**src/rtl/operation_sequencer_pkg.sv**
```systemverilog
// Shared definitions for the operation sequencer: operation codes,
// instruction opcodes, FSM state encodings and small decode helpers.
package operation_sequencer_pkg;

  localparam int OPERATION_CODE_LENGTH = 4;
  localparam int SEQ_OPCODE_W = 4;

  typedef logic [OPERATION_CODE_LENGTH-1:0] operT;

  localparam operT OPER_RESET              = 4'd0;
  localparam operT OPER_HALT               = 4'd1;
  localparam operT OPER_READ_INST          = 4'd2;
  localparam operT OPER_READ_REGS          = 4'd3;
  localparam operT OPER_ENABLE_ALU_AND_RUN = 4'd4;
  localparam operT OPER_READ_MEM           = 4'd5;
  localparam operT OPER_WRITE_REG          = 4'd6;
  localparam operT OPER_WRITE_MEM          = 4'd7;
  localparam operT OPER_PUSH_TO_STACK      = 4'd8;
  localparam operT OPER_POP_FROM_STACK     = 4'd9;
  localparam operT OPER_SET_PC             = 4'd10;

  localparam logic [SEQ_OPCODE_W-1:0] OPC_NOP   = 4'd0;
  localparam logic [SEQ_OPCODE_W-1:0] OPC_ALU   = 4'd1;
  localparam logic [SEQ_OPCODE_W-1:0] OPC_LOAD  = 4'd2;
  localparam logic [SEQ_OPCODE_W-1:0] OPC_STORE = 4'd3;
  localparam logic [SEQ_OPCODE_W-1:0] OPC_PUSH  = 4'd4;
  localparam logic [SEQ_OPCODE_W-1:0] OPC_POP   = 4'd5;
  localparam logic [SEQ_OPCODE_W-1:0] OPC_JMP   = 4'd6;
  localparam logic [SEQ_OPCODE_W-1:0] OPC_JZ    = 4'd7;
  localparam logic [SEQ_OPCODE_W-1:0] OPC_HALT  = 4'd8;

  typedef enum logic [3:0] {
    ST_RST,
    ST_IDLE,
    ST_FETCH,
    ST_DECODE,
    ST_EXEC,
    ST_MEM_RD,
    ST_WB,
    ST_MEM_WR,
    ST_PUSH,
    ST_POP,
    ST_SETPC,
    ST_HALT,
    ST_TRAP
  } seqStateT;

  // Moore decode: the operation code is a pure function of the state.
  function automatic operT operOf(input seqStateT s);
    operT op;
    op = OPER_HALT;
    unique case (s)
      ST_RST:    op = OPER_RESET;
      ST_FETCH:  op = OPER_READ_INST;
      ST_DECODE: op = OPER_READ_REGS;
      ST_EXEC:   op = OPER_ENABLE_ALU_AND_RUN;
      ST_MEM_RD: op = OPER_READ_MEM;
      ST_WB:     op = OPER_WRITE_REG;
      ST_MEM_WR: op = OPER_WRITE_MEM;
      ST_PUSH:   op = OPER_PUSH_TO_STACK;
      ST_POP:    op = OPER_POP_FROM_STACK;
      ST_SETPC:  op = OPER_SET_PC;
      default:   op = OPER_HALT;
    endcase
    return op;
  endfunction

  // States whose length is set by the memory timer.
  function automatic logic isMemState(input seqStateT s);
    return (s == ST_FETCH) || (s == ST_MEM_RD) ||
           (s == ST_MEM_WR) || (s == ST_PUSH) ||
           (s == ST_POP);
  endfunction

endpackage

```
**src/rtl/operation_sequencer_seq_mem_timer.sv**
```systemverilog
// Memory-step timer: fixed latency down-counter, or ready handshake
// when SEQ_MEM_WAIT_EN is defined. Emits memDone on the last cycle.
module seq_mem_timer #(
  parameter int MEM_LATENCY = 2
) (
  input  logic clk,
  input  logic rst_n,
  input  logic memActive,
`ifdef SEQ_MEM_WAIT_EN
  input  logic memReady,
`endif
  output logic memDone
);

`ifdef SEQ_MEM_WAIT_EN

  // Step ends on the first ready cycle, inclusive.
  assign memDone = memActive & memReady;

`else

  localparam int CW = (MEM_LATENCY > 1) ? $clog2(MEM_LATENCY) : 1;

  logic [CW-1:0] cnt;

  assign memDone = memActive && (cnt == '0);

  // Preload while idle or finishing, so every step entry starts full.
  always_ff @(posedge clk or negedge rst_n) begin
    if (!rst_n) begin
      cnt <= '0;
    end else if (!memActive || memDone) begin
      cnt <= CW'(MEM_LATENCY - 1);
    end else begin
      cnt <= cnt - 1'b1;
    end
  end

`endif

endmodule

```
**src/rtl/operation_sequencer.sv**
```systemverilog
// Control-unit FSM walking instructions through fetch/decode/execute.
// Optional SEQ_MEM_WAIT_EN: memory steps wait on i_mem_ready.
module operation_sequencer
  import operation_sequencer_pkg::*;
#(
  parameter int OPCODE_W    = 4,
  parameter int MEM_LATENCY = 2,
  parameter int STACK_DEPTH = 4
) (
  input  logic                                 clk,
  input  logic                                 rst_n,
  input  logic                                 i_run,
  input  logic [OPCODE_W-1:0]                  i_opcode,
  input  logic                                 i_zero,
`ifdef SEQ_MEM_WAIT_EN
  input  logic                                 i_mem_ready,
`endif
  output logic [OPERATION_CODE_LENGTH-1:0]     o_operation,
  output logic                                 o_ir_load,
  output logic                                 o_pc_inc,
  output logic                                 o_pc_load,
  output logic [$clog2(STACK_DEPTH+1)-1:0]     o_sp,
  output logic                                 o_halted,
  output logic                                 o_trap
);

  localparam int SPW = $clog2(STACK_DEPTH + 1);

  seqStateT            state;
  seqStateT            nextState;
  seqStateT            doneTarget;
  logic [OPCODE_W-1:0] opcodeReg;
  logic [SPW-1:0]      sp;
  logic                memActive;
  logic                memDone;
  logic                lastFetch;

  assign memActive = isMemState(state);
  assign lastFetch = (state == ST_FETCH) && memDone;
  assign o_ir_load = lastFetch;
  assign o_pc_inc  = lastFetch;
  assign o_sp      = sp;

  seq_mem_timer #(
    .MEM_LATENCY (MEM_LATENCY)
  ) uTimer (
    .clk       (clk),
    .rst_n     (rst_n),
    .memActive (memActive),
`ifdef SEQ_MEM_WAIT_EN
    .memReady  (i_mem_ready),
`endif
    .memDone   (memDone)
  );

  // A finished instruction parks in IDLE once i_run has dropped.
  always_comb begin
    doneTarget = i_run ? ST_FETCH : ST_IDLE;
  end

  // Next-state: dispatch in DECODE, memory steps wait on memDone.
  always_comb begin
    nextState = state;
    unique case (state)
      ST_RST:   nextState = ST_IDLE;
      ST_IDLE:  nextState = i_run ? ST_FETCH : ST_IDLE;
      ST_FETCH: nextState = memDone ? ST_DECODE : ST_FETCH;
      ST_DECODE: begin
        unique case (opcodeReg)
          OPCODE_W'(OPC_NOP):   nextState = doneTarget;
          OPCODE_W'(OPC_ALU):   nextState = ST_EXEC;
          OPCODE_W'(OPC_LOAD):  nextState = ST_MEM_RD;
          OPCODE_W'(OPC_STORE): nextState = ST_MEM_WR;
          OPCODE_W'(OPC_PUSH):
            nextState = (sp < SPW'(STACK_DEPTH)) ? ST_PUSH : ST_TRAP;
          OPCODE_W'(OPC_POP):
            nextState = (sp != '0) ? ST_POP : ST_TRAP;
          OPCODE_W'(OPC_JMP):   nextState = ST_SETPC;
          OPCODE_W'(OPC_JZ):
            nextState = i_zero ? ST_SETPC : doneTarget;
          OPCODE_W'(OPC_HALT):  nextState = ST_HALT;
          default:              nextState = ST_TRAP;
        endcase
      end
      ST_EXEC:   nextState = ST_WB;
      ST_MEM_RD: nextState = memDone ? ST_WB : ST_MEM_RD;
      ST_WB:     nextState = doneTarget;
      ST_MEM_WR: nextState = memDone ? doneTarget : ST_MEM_WR;
      ST_PUSH:   nextState = memDone ? doneTarget : ST_PUSH;
      ST_POP:    nextState = memDone ? doneTarget : ST_POP;
      ST_SETPC:  nextState = doneTarget;
      ST_HALT:   nextState = ST_HALT;
      ST_TRAP:   nextState = ST_TRAP;
      default:   nextState = ST_RST;
    endcase
  end

  // State, opcode latch, stack pointer and registered Moore outputs.
  always_ff @(posedge clk or negedge rst_n) begin
    if (!rst_n) begin
      state       <= ST_RST;
      opcodeReg   <= '0;
      sp          <= '0;
      o_operation <= OPER_RESET;
      o_pc_load   <= 1'b0;
      o_halted    <= 1'b0;
      o_trap      <= 1'b0;
    end else begin
      state       <= nextState;
      o_operation <= operOf(nextState);
      o_pc_load   <= (nextState == ST_SETPC);
      o_halted    <= (nextState == ST_HALT) ||
                     (nextState == ST_TRAP);
      o_trap      <= (nextState == ST_TRAP);
      if (lastFetch) begin
        opcodeReg <= i_opcode;
      end
      if ((state == ST_PUSH) && memDone) begin
        sp <= sp + SPW'(1);
      end else if ((state == ST_POP) && memDone) begin
        sp <= sp - SPW'(1);
      end
    end
  end

endmodule

```
**config.mk**
```make
export PLATFORM = sky130hd
export DESIGN_NAME = operation_sequencer
export DESIGN_NICKNAME = d
export VERILOG_FILES = /design/src/rtl/operation_sequencer_pkg.sv /design/src/rtl/operation_sequencer_seq_mem_timer.sv /design/src/rtl/operation_sequencer.sv
export SDC_FILE = /design/constraint.sdc
export NUM_CORES = 1
export LEC_CHECK = 0
export CAP_MARGIN = 20
export CORE_ASPECT_RATIO = 0.5
export CORE_MARGIN = 4
export CORE_UTILIZATION = 40
export CTS_BUF_LIST = sky130_fd_sc_hd__clkbuf_8
export DETAILED_ROUTE_END_ITERATION = 7
export PLACE_DENSITY = 0.65
export SYNTH_ARGS = -nofsm -noshare
export SYNTH_HDL_FRONTEND = slang
export SYNTH_SLANG_ARGS = --single-unit
```
**constraint.sdc**
```tcl
create_clock -name clk -period 2.7 [get_ports clk]
set_clock_uncertainty 0.05 [all_clocks]
set_input_delay 0.54 -clock clk [delete_from_list [all_inputs] [get_ports clk]]
set_output_delay 0.54 -clock clk [all_outputs]
set_load 0.02 [all_outputs]
```
# ---- Yosys cells after proc, flatten, opt, wreduce, memory -nomap -nowiden
# Memory sizes are Yosys's and may differ from the RTL's. A register that Yosys moved wholly into a read port is not among the register bits.
# Cells that the tools add are included.
dict set report totals {
  regBits 15
  mem_bits_ro 64
  input_bits 8
  out_inout_bits 12
  elab_cells 67
  memories 1
}
dict set report op_classes {
  n_addsub 3
  n_lt_le_gt_ge 1
  n_eq_ne 23
  muxes 14
  bitwise_logic 1
  reduce_logical 17
}
# memory depth width rd rd_ports_with_merged_regs write_ports line_no
set memory_table {}
lappend memory_table {{(name not given)} 16 4 1 1 0 operation_sequencer_pkg.sv:52} ;# unique case (s)
# op count
set ops {}
lappend ops {{one-hot mux 4 bit (11 select lines)} 1}
lappend ops {{== test 4 bit (second input constant)} 9}
lappend ops {{one-hot mux 4 bit (9 select lines)} 1}
lappend ops {{== test 4 x 3 -> 1 bit (second input constant)} 8}
lappend ops {{== test 4 x 2 -> 1 bit (second input constant)} 4}
lappend ops {{two-way mux 3 bit} 5}
lappend ops {{two-way mux 4 bit} 3}
lappend ops {{== test 4 x 1 -> 1 bit (second input constant)} 2}
lappend ops {{logical NOT 4 bit} 2}
lappend ops {{logical OR 1 bit} 6}
lappend ops {{logical AND 1 bit} 4}
lappend ops {{two-way mux 2 bit} 2}
lappend ops {{adder 3 x 1 -> 3 bit (second input constant)} 1}
lappend ops {{less-than comparator 3 bit (second input constant)} 1}
lappend ops {{nonzero test 3 bit} 1}
lappend ops {{OR reduction 3 bit} 1}
lappend ops {{subtractor 3 x 1 -> 3 bit (second input constant)} 1}
lappend ops {{logical NOT 1 bit} 2}
lappend ops {{two-way mux 1 bit} 2}
lappend ops {{nonzero test 2 bit} 1}
lappend ops {{inverter 1 bit} 1}
lappend ops {{subtractor 1 bit (second input constant)} 1}

# ---- Longest topological paths before layout
# Gate-level depths: netlist of the first run.
dict set report depth {
  word_depth 10
  mapped_depth 8
  depth_no_buf 7
}

# ---- By module
# A second synthesis of the first run with hierarchy kept.
dict set report unflattened {
  cells_unflattened 126
  hier_area_um2 1189.9
}
# mod instances cells_each area_each_um2 seq_area_each_um2
set by_module_without_submodules {}
lappend by_module_without_submodules {operation_sequencer 1 123 1147.4 450.4}
lappend by_module_without_submodules {seq_mem_timer 1 3 42.5 25.0}

# ---- Worst setup path after synthesis of the first run
# Ideal clock, no wire load.
dict set report synth_timing {
  kind {flip-flop to output port}
  startpoint {reg state[3]}
  endpoint {out o_pc_inc}
  arrival_time_ns 1.650
  required_time_ns 2.110
  setup_slack_ns 0.460
  path_stages_with_launch 4
  path_buffers 2
  cell_sequence {dfrtp_1 -> clkbuf_1 -> nor4_2 -> buf_4}
}
dict set report synth_between {
  elab_chain_len 7
  word_cells_on_any_way 11
  cone_classes {eq/ne (5); reduce/logical (6)}
}
# item line_no
set synth_lines {}
lappend synth_lines {{start, declared} operation_sequencer.sv:29} ;# seqStateT state;
lappend synth_lines {{start signal, assigned} operation_sequencer.sv:109} ;# state <= nextState;
lappend synth_lines {{== test 4 x 2 -> 1 bit / == test 4 x 3 -> 1 bit (equally long branches)} {operation_sequencer_pkg.sv:70, operation_sequencer.sv:39}}
lappend synth_lines {{logical OR 1 bit (2 in a row)} operation_sequencer_pkg.sv:70} ;# return (s == ST_FETCH) || (s == ST_MEM_RD) ||
lappend synth_lines {{logical OR 1 bit (2 in a row)} operation_sequencer_pkg.sv:71} ;# (s == ST_MEM_WR) || (s == ST_PUSH) ||
lappend synth_lines {{logical AND 1 bit} operation_sequencer_seq_mem_timer.sv:26} ;# assign memDone = memActive && (cnt == '0);
lappend synth_lines {{logical AND 1 bit *} operation_sequencer.sv:39} ;# assign lastFetch = (state == ST_FETCH) && memDone;
lappend synth_lines {{end, declared} operation_sequencer.sv:20} ;# output logic o_pc_inc,
# Every way passes the cells marked *; elsewhere a longest branch is shown, timed or not.

# ---- Worst setup path after layout of the first run
dict set report layout_timing {
  startpoint {reg state[2]}
  endpoint {out o_ir_load}
}
dict set report layout_between {
  elab_chain_len 7
  word_cells_on_any_way 11
  cone_classes {eq/ne (5); reduce/logical (6)}
}
# item line_no
set layout_lines {}
lappend layout_lines {{== test 4 x 2 -> 1 bit / == test 4 x 3 -> 1 bit (equally long branches)} {operation_sequencer_pkg.sv:70, operation_sequencer.sv:39}}
lappend layout_lines {{logical OR 1 bit (2 in a row)} operation_sequencer_pkg.sv:70}
lappend layout_lines {{logical OR 1 bit (2 in a row)} operation_sequencer_pkg.sv:71}
lappend layout_lines {{logical AND 1 bit} operation_sequencer_seq_mem_timer.sv:26}
lappend layout_lines {{logical AND 1 bit *} operation_sequencer.sv:39}
lappend layout_lines {{end, declared} operation_sequencer.sv:19} ;# output logic o_ir_load,
# Marked as above.

==> out/results.tsv, run 1 <==
metric	value	unit
CTS Root Buffer Type	clkbuf_8	
CTS-repair resized insts	0	
Power Dens Cells	361	nW/um2
Worst Path Arrival	1.84	ns
largest cells by area after synthesis	dfrtp_1 43%, o21ai_0 4.1%, mux2_2 4.1%	
Slew HR	66.0	%
cts bufs inserted	3	
Final Setup Violations	0	
# IOs	20	
DR WL met3	68	um
CP Capture Type	output port	
setup TNS	0	ns
Worst VDD drop	0.218	mV
per-cell routed wire length	13.6	um
Core Region	2620	um2
RSZ-0062 raised after global routing	false	
Die Area	3720	um2
vias	918	
CP startpoint kind	flip-flop	
Row Count	13	
Syn Nets	122	
CP Data Required Time	2.11	ns
post-placement cell count	167	
Mapped Cells	113	
effective utilization at floorplan	42.2	%
Netlist cell types	40	
top-area cell type share of the netlist area	43.0	%
overall power	502	uW
grt ovf	0	
maximum clock insertion buffer count	2	
Buffers on Ports	19	
Layout Cells excl Fill	171	
Routed Antenna Nets	0	
most frequent cells in the layout	19 x clkdlybuf4s50_1, 19 x dfrtp_1, 9 x o21ai_0	
fmax	412	MHz
average vias per placed instance	5.37	
Worst Path Max Fanout	13	
Clock Sinks	19	
register area	475	um2
CTS H-Tree Depth	1	
yosys warns	0	
Area Growth Syn to Fin	25.7	%
Die Wd	82.3	um
Seq cells post-synth	19	
fillers	245	
Final Max Tran Viols	0	
Pleak	0.000574	uW
top cell type by total area after synthesis	dfrtp_1	
vias in the first global route	890	
register area share after synthesis	43.0	%
total of max-cap violations	0	
DRT Pass-1 Iters	4	
hpwl dp	1730	um
Tmin final	2.43	ns
HP Class	reg -> reg	
initial antenna violation count	0	
DRT iter0 DRCs	28	
die height	45.2	um
share of layout cells above drive strength 1	17.2	%
met2 wire len	1040	um
# diodes	0	
global-route wire length before repair	4130	um
period utilisation layout	89.9	%
Setup CP Type	reg -> out	
CTS tree	done	
worst-margin pin slew	0.506	ns
synthesized cell area	1100	um2
WL final	2330	um
Overall Global Routing Usage	15.0	%
clock latency on the worst-skew pair	0.25	ns
Post-CTS Setup Bufs	0	
cts hold-fix bufs	0	
Multi-input gate area	552	um2
clk slew on worst S/H paths	0.07	ns
DR top layer	met4	
Nets	144	
status	finished clean	
M1 wire length	1200	um
Final Hold Fails	0	
DRC Markers	0	
Placer Congestion	0.865	
synthesized area per cell	9.78	um2
largest net degree at the start of global routing	20	
[cells in the mapped netlist]
library cell  count
dfrtp_1          19
o21ai_0           9
inv_1             7
nand2_1           7
a21oi_1           6
buf_2             5
nor2_1            5
mux2_2            4
nand2b_1          4
nor3_1            4
o211ai_1          4
a31oi_1           3
a31o_2            2
clkbuf_1          2
mux2i_1           2
nand3b_1          2
nor4b_1           2
o22ai_1           2
xnor2_1           2
xor2_1            2
a2111o_1          1
a21boi_0          1
a221o_1           1
a221oi_2          1
and3_1            1
and4b_1           1
buf_4             1
buf_6             1
fa_1              1
nor3_2            1
nor3b_1           1
nor4_2            1
o21bai_1          1
o32ai_1           1
o41ai_1           1
or2_2             1
or3_1             1
or3_4             1
or3b_2            1
or4_1             1
[worst paths after layout]
check | slack [ns] | cells past startpoint | from | to
max in group asynchronous | 1.83 | 2 | rst_n | uTimer.cnt
max | 0.27 | 2 | state[2] | o_ir_load
max reg2reg | 0.57 | 7 | state[1] | o_sp[2]
min | 0.47 | 1 | o_sp[2] | o_sp[2]
min reg2reg | 0.47 | 1 | o_sp[2] | o_sp[2]
min in group asynchronous | 0.57 | 2 | rst_n | o_halted
[metal layers]
layer  up-vias  track usage, %
met5         -               0
met4         0            2.98
met3         2            4.18
met2        12            23.2
met1       452            21.1
li1        452               -
[cells by family (layout without fill, tap and decap cells)]
| family | after synthesis | after routing | synth area share [%] |
|---|---|---|---|
| buffers and inverters | 16 | 37 | 7.02 |
| muxes | 6 | 6 | 5.89 |
| and+or+nand+nor | 34 | 34 | 18.9 |
| adders and majority gates | 1 | 1 | 1.81 |
| DFF | 19 | 19 | 43.0 |
| xor gates and xnor gates | 4 | 4 | 3.17 |
| AOI/OAI and AO/OA | 33 | 33 | 20.2 |
[power breakdown]
part,leakage [uW],internal [uW],switching [uW]
Sequential,0.000229,284,0
Clock,0.0000255,103,95.0
Combinational,0.000320,10.7,9.11
[worst max-delay path, stage by stage (launching register included)]
cell,delay [ns]
dfrtp_1,0.53
nor4_2,0.39
clkdlybuf4s50_1,0.67
[flip-flops by register name, summed over array words and instances (netlist names)]
| signal | flops |
|---|---|
| o_operation | 4 |
| o_pc_load | 1 |
| o_trap | 1 |
| uTimer.cnt | 1 |
| state | 4 |
| o_halted | 1 |
| opcodeReg | 4 |
| o_sp | 3 |
[metrics by stage]
stage | hold slack, ns | worst slack [ns] | util [%] | cell area (um2)
final | 0.468 | 0.274 | 53.0 | 1390
after global routing | 0.511 | 0.176 | 53.0 | 1390
after CTS | 0.480 | 0.255 | 53.0 | 1390
after detailed placement | 0.468 | 0.311 | 51.3 | 1340
after global placement | 0.462 | 0.341 | 51.3 | 1340
after floorplan | 0.194 | 0.460 | - | 1100
[layout make-up]
type	instances	area share, %
Clock inverter	1	0.360
Sequential cell	19	34.2
Multi-Input combinational cell	78	39.7
Clock buffer	3	2.97
Timing Repair Buffer	26	17.5
Tap cell	37	3.33
Inverter	7	1.89
No activity file was read; power rests on OpenSTA's default activity.
==> run 2, diff against run 1 <==
CORE_ASPECT_RATIO = unset   (was 0.5)
CORE_UTILIZATION = 53   (was 40)
PLACE_DENSITY = 0.82   (was 0.65)
==> run 2 against run 1 <==
  * Cell area down 2.0%
  * Routed wire length down 0.69%
  * Non-clock buffer count down 2
  * Worst setup slack worse by 0.13 ns
  * Critical path type unchanged
  * Count of clock-buffer cells in the layout unchanged
==> out/results.tsv, run 2 (synthesized netlist as in run 1, its figures left out) <==
metric	value	unit	change
status	finished clean		
effective utilization at floorplan	56.3	%	+14 points
Row Count	16		+3
Worst Path Max Fanout	14		+1
Final Max Tran Viols	0		unchanged
cts hold-fix bufs	0		unchanged
Routed Antenna Nets	0		unchanged
vias	921		+0.33%
register area	475	um2	unchanged
Worst VDD drop	0.458	mV	+110%
Sw Ratio	20.0	%	-0.76 points
Tmin final	2.56	ns	+0.134 ns
hold_ws	0.481	ns	+0.0133 ns
Int Pwr	398	uW	about the same
Buffers on Ports	19		unchanged
per-cell routed wire length	14.5	um	+6.8%
Flop pwr share	57.2	%	+0.5 points
Core Region	1960	um2	-25%
fillers	176		-28%
Final Hold Fails	0		unchanged
Overall Global Routing Usage	18.3	%	+3.3 points
CTS-repair resized insts	0		unchanged
CTS Root Buffer Type	clkbuf_8		
CTS H-Tree Depth	1		unchanged
CP Data Required Time	2.11	ns	about the same
Pleak	0.000566	uW	-1.4%
biggest regs	o_operation x4, opcodeReg x4, state x4		
CP startpoint kind	flip-flop		
largest net degree at the start of global routing	20		unchanged
final instance area	1360	um2	-2.0%
# IOs	20		unchanged
average vias per placed instance	5.79		+7.9%
Placer Congestion	0.809		-6.4%
HP Class	reg -> reg		
P_sw	99.4	uW	-4.6%
global-route wire length before repair	3710	um	-10%
# diodes	0		unchanged
maximum clock insertion buffer count	2		unchanged
DRT iter0 DRCs	26		-7.1%
initial antenna violation count	0		unchanged
most frequent cells in the layout	19 x clkdlybuf4s50_1, 19 x dfrtp_1, 9 x o21ai_0, 7 x nand2_1, 7 x inv_1		
share of layout cells above drive strength 1	15.9	%	-1.3 points
RSZ-0062 raised after global routing	false		
hpwl dp	1760	um	+1.6%
period utilisation layout	94.8	%	+5.0 points
setup TNS	0	ns	unchanged
clock latency on the worst-skew pair	0.25	ns	about the same
Post-CTS Setup Bufs	0		unchanged
Clock Sinks	19		unchanged
Area Growth Syn to Fin	23.2	%	
total of max-cap violations	0		unchanged
Die Wd	53.7	um	-35%
worst-margin pin slew	0.514	ns	+0.00866 ns
Setup CP Type	reg -> out		
Multi-input gate area	552	um2	unchanged
CP Capture Type	output port		
vias in the first global route	811		-8.9%
die height	53.7	um	+19%
Worst Path Arrival	1.97	ns	+0.13 ns
Area after DPL	1320	um2	-2.1%
Final Setup Violations	0		unchanged
Power Dens Cells	365	nW/um2	+1.0%
fmax	391	MHz	-5.2%
Die Area	2880	um2	-23%
DRT Pass-1 Iters	4		unchanged
Nets	142		-1.4%
grt ovf	0		unchanged
WL final	2310	um	-0.69%
clk slew on worst S/H paths	0.07	ns	about the same
Slew HR	65.4	%	-0.58 points
Clock Power Share	38.8	%	-0.6 points
CTS tree	done		
cts bufs inserted	3		unchanged
DRC Markers	0		unchanged
Gate power share	4.0	%	about the same
==> run 2: metal layers <==
metal / part of all wire, % / track usage, % / wire length, um / vias to the layer above
li1: - / - / - / 444
met1: 46 / 24.3 / 1070 / 452
met2: 49 / 29.0 / 1140 / 21
met3: 3.8 / 4.43 / 88 / 4
met4: 0.48 / 6.38 / 11 / 0
met5: 0 / 0 / 0 / -
==> run 2: area by class of cell <==
class,instances,area share (%)
multi-input cells,78,40.5
flip-flops and latches,19,34.9
repair buffers,24,16.7
clock buffers,3,3.03
well taps,27,2.48
inverters,7,1.93
clock inverters,1,0.368
==> run 2: worst paths after layout <==
kind	startpoint	to	slack (ns)	cells after the start
worst max-delay path	state[1]	o_ir_load	0.14	3
max in group asynchronous	rst_n	o_sp[0]	1.84	2
worst max register to register	state[1]	o_sp[2]	0.48	7
worst min register to register	o_sp[2]	o_sp[2]	0.48	1
min in group asynchronous	rst_n	o_operation[3]	0.56	2
worst min-delay path	o_sp[2]	o_sp[2]	0.48	1
==> run 2: power by group through the flow <==
stage | sequential [uW] | combinational, uW | clock [uW]
after floorplan | 290 | 1.91 | 0
after global placement | 290 | 19.4 | 0
after detailed placement | 290 | 20.2 | 0
after CTS | 284 | 20.3 | 201
after global routing | 284 | 21.3 | 215
final | 285 | 19.8 | 193
==> run 2: through the flow <==
step | utilization, % | total power (uW) | setup slack [ns] | std cells
floorplan | - | 292 | 0.460 | 113
global placement | 67.0 | 309 | 0.340 | 155
detailed placement | 67.0 | 310 | 0.312 | 155
CTS | 69.4 | 505 | 0.114 | 159
global route | 69.4 | 520 | 0.0286 | 159
finish | 69.4 | 497 | 0.140 | 159
==> run 2: worst max-delay path, cell delays in order, from the launching register on <==
cell and delay (ns):
dfrtp_1 0.59, nand2b_1 0.18, nor4_2 0.26, clkdlybuf4s50_1 0.68
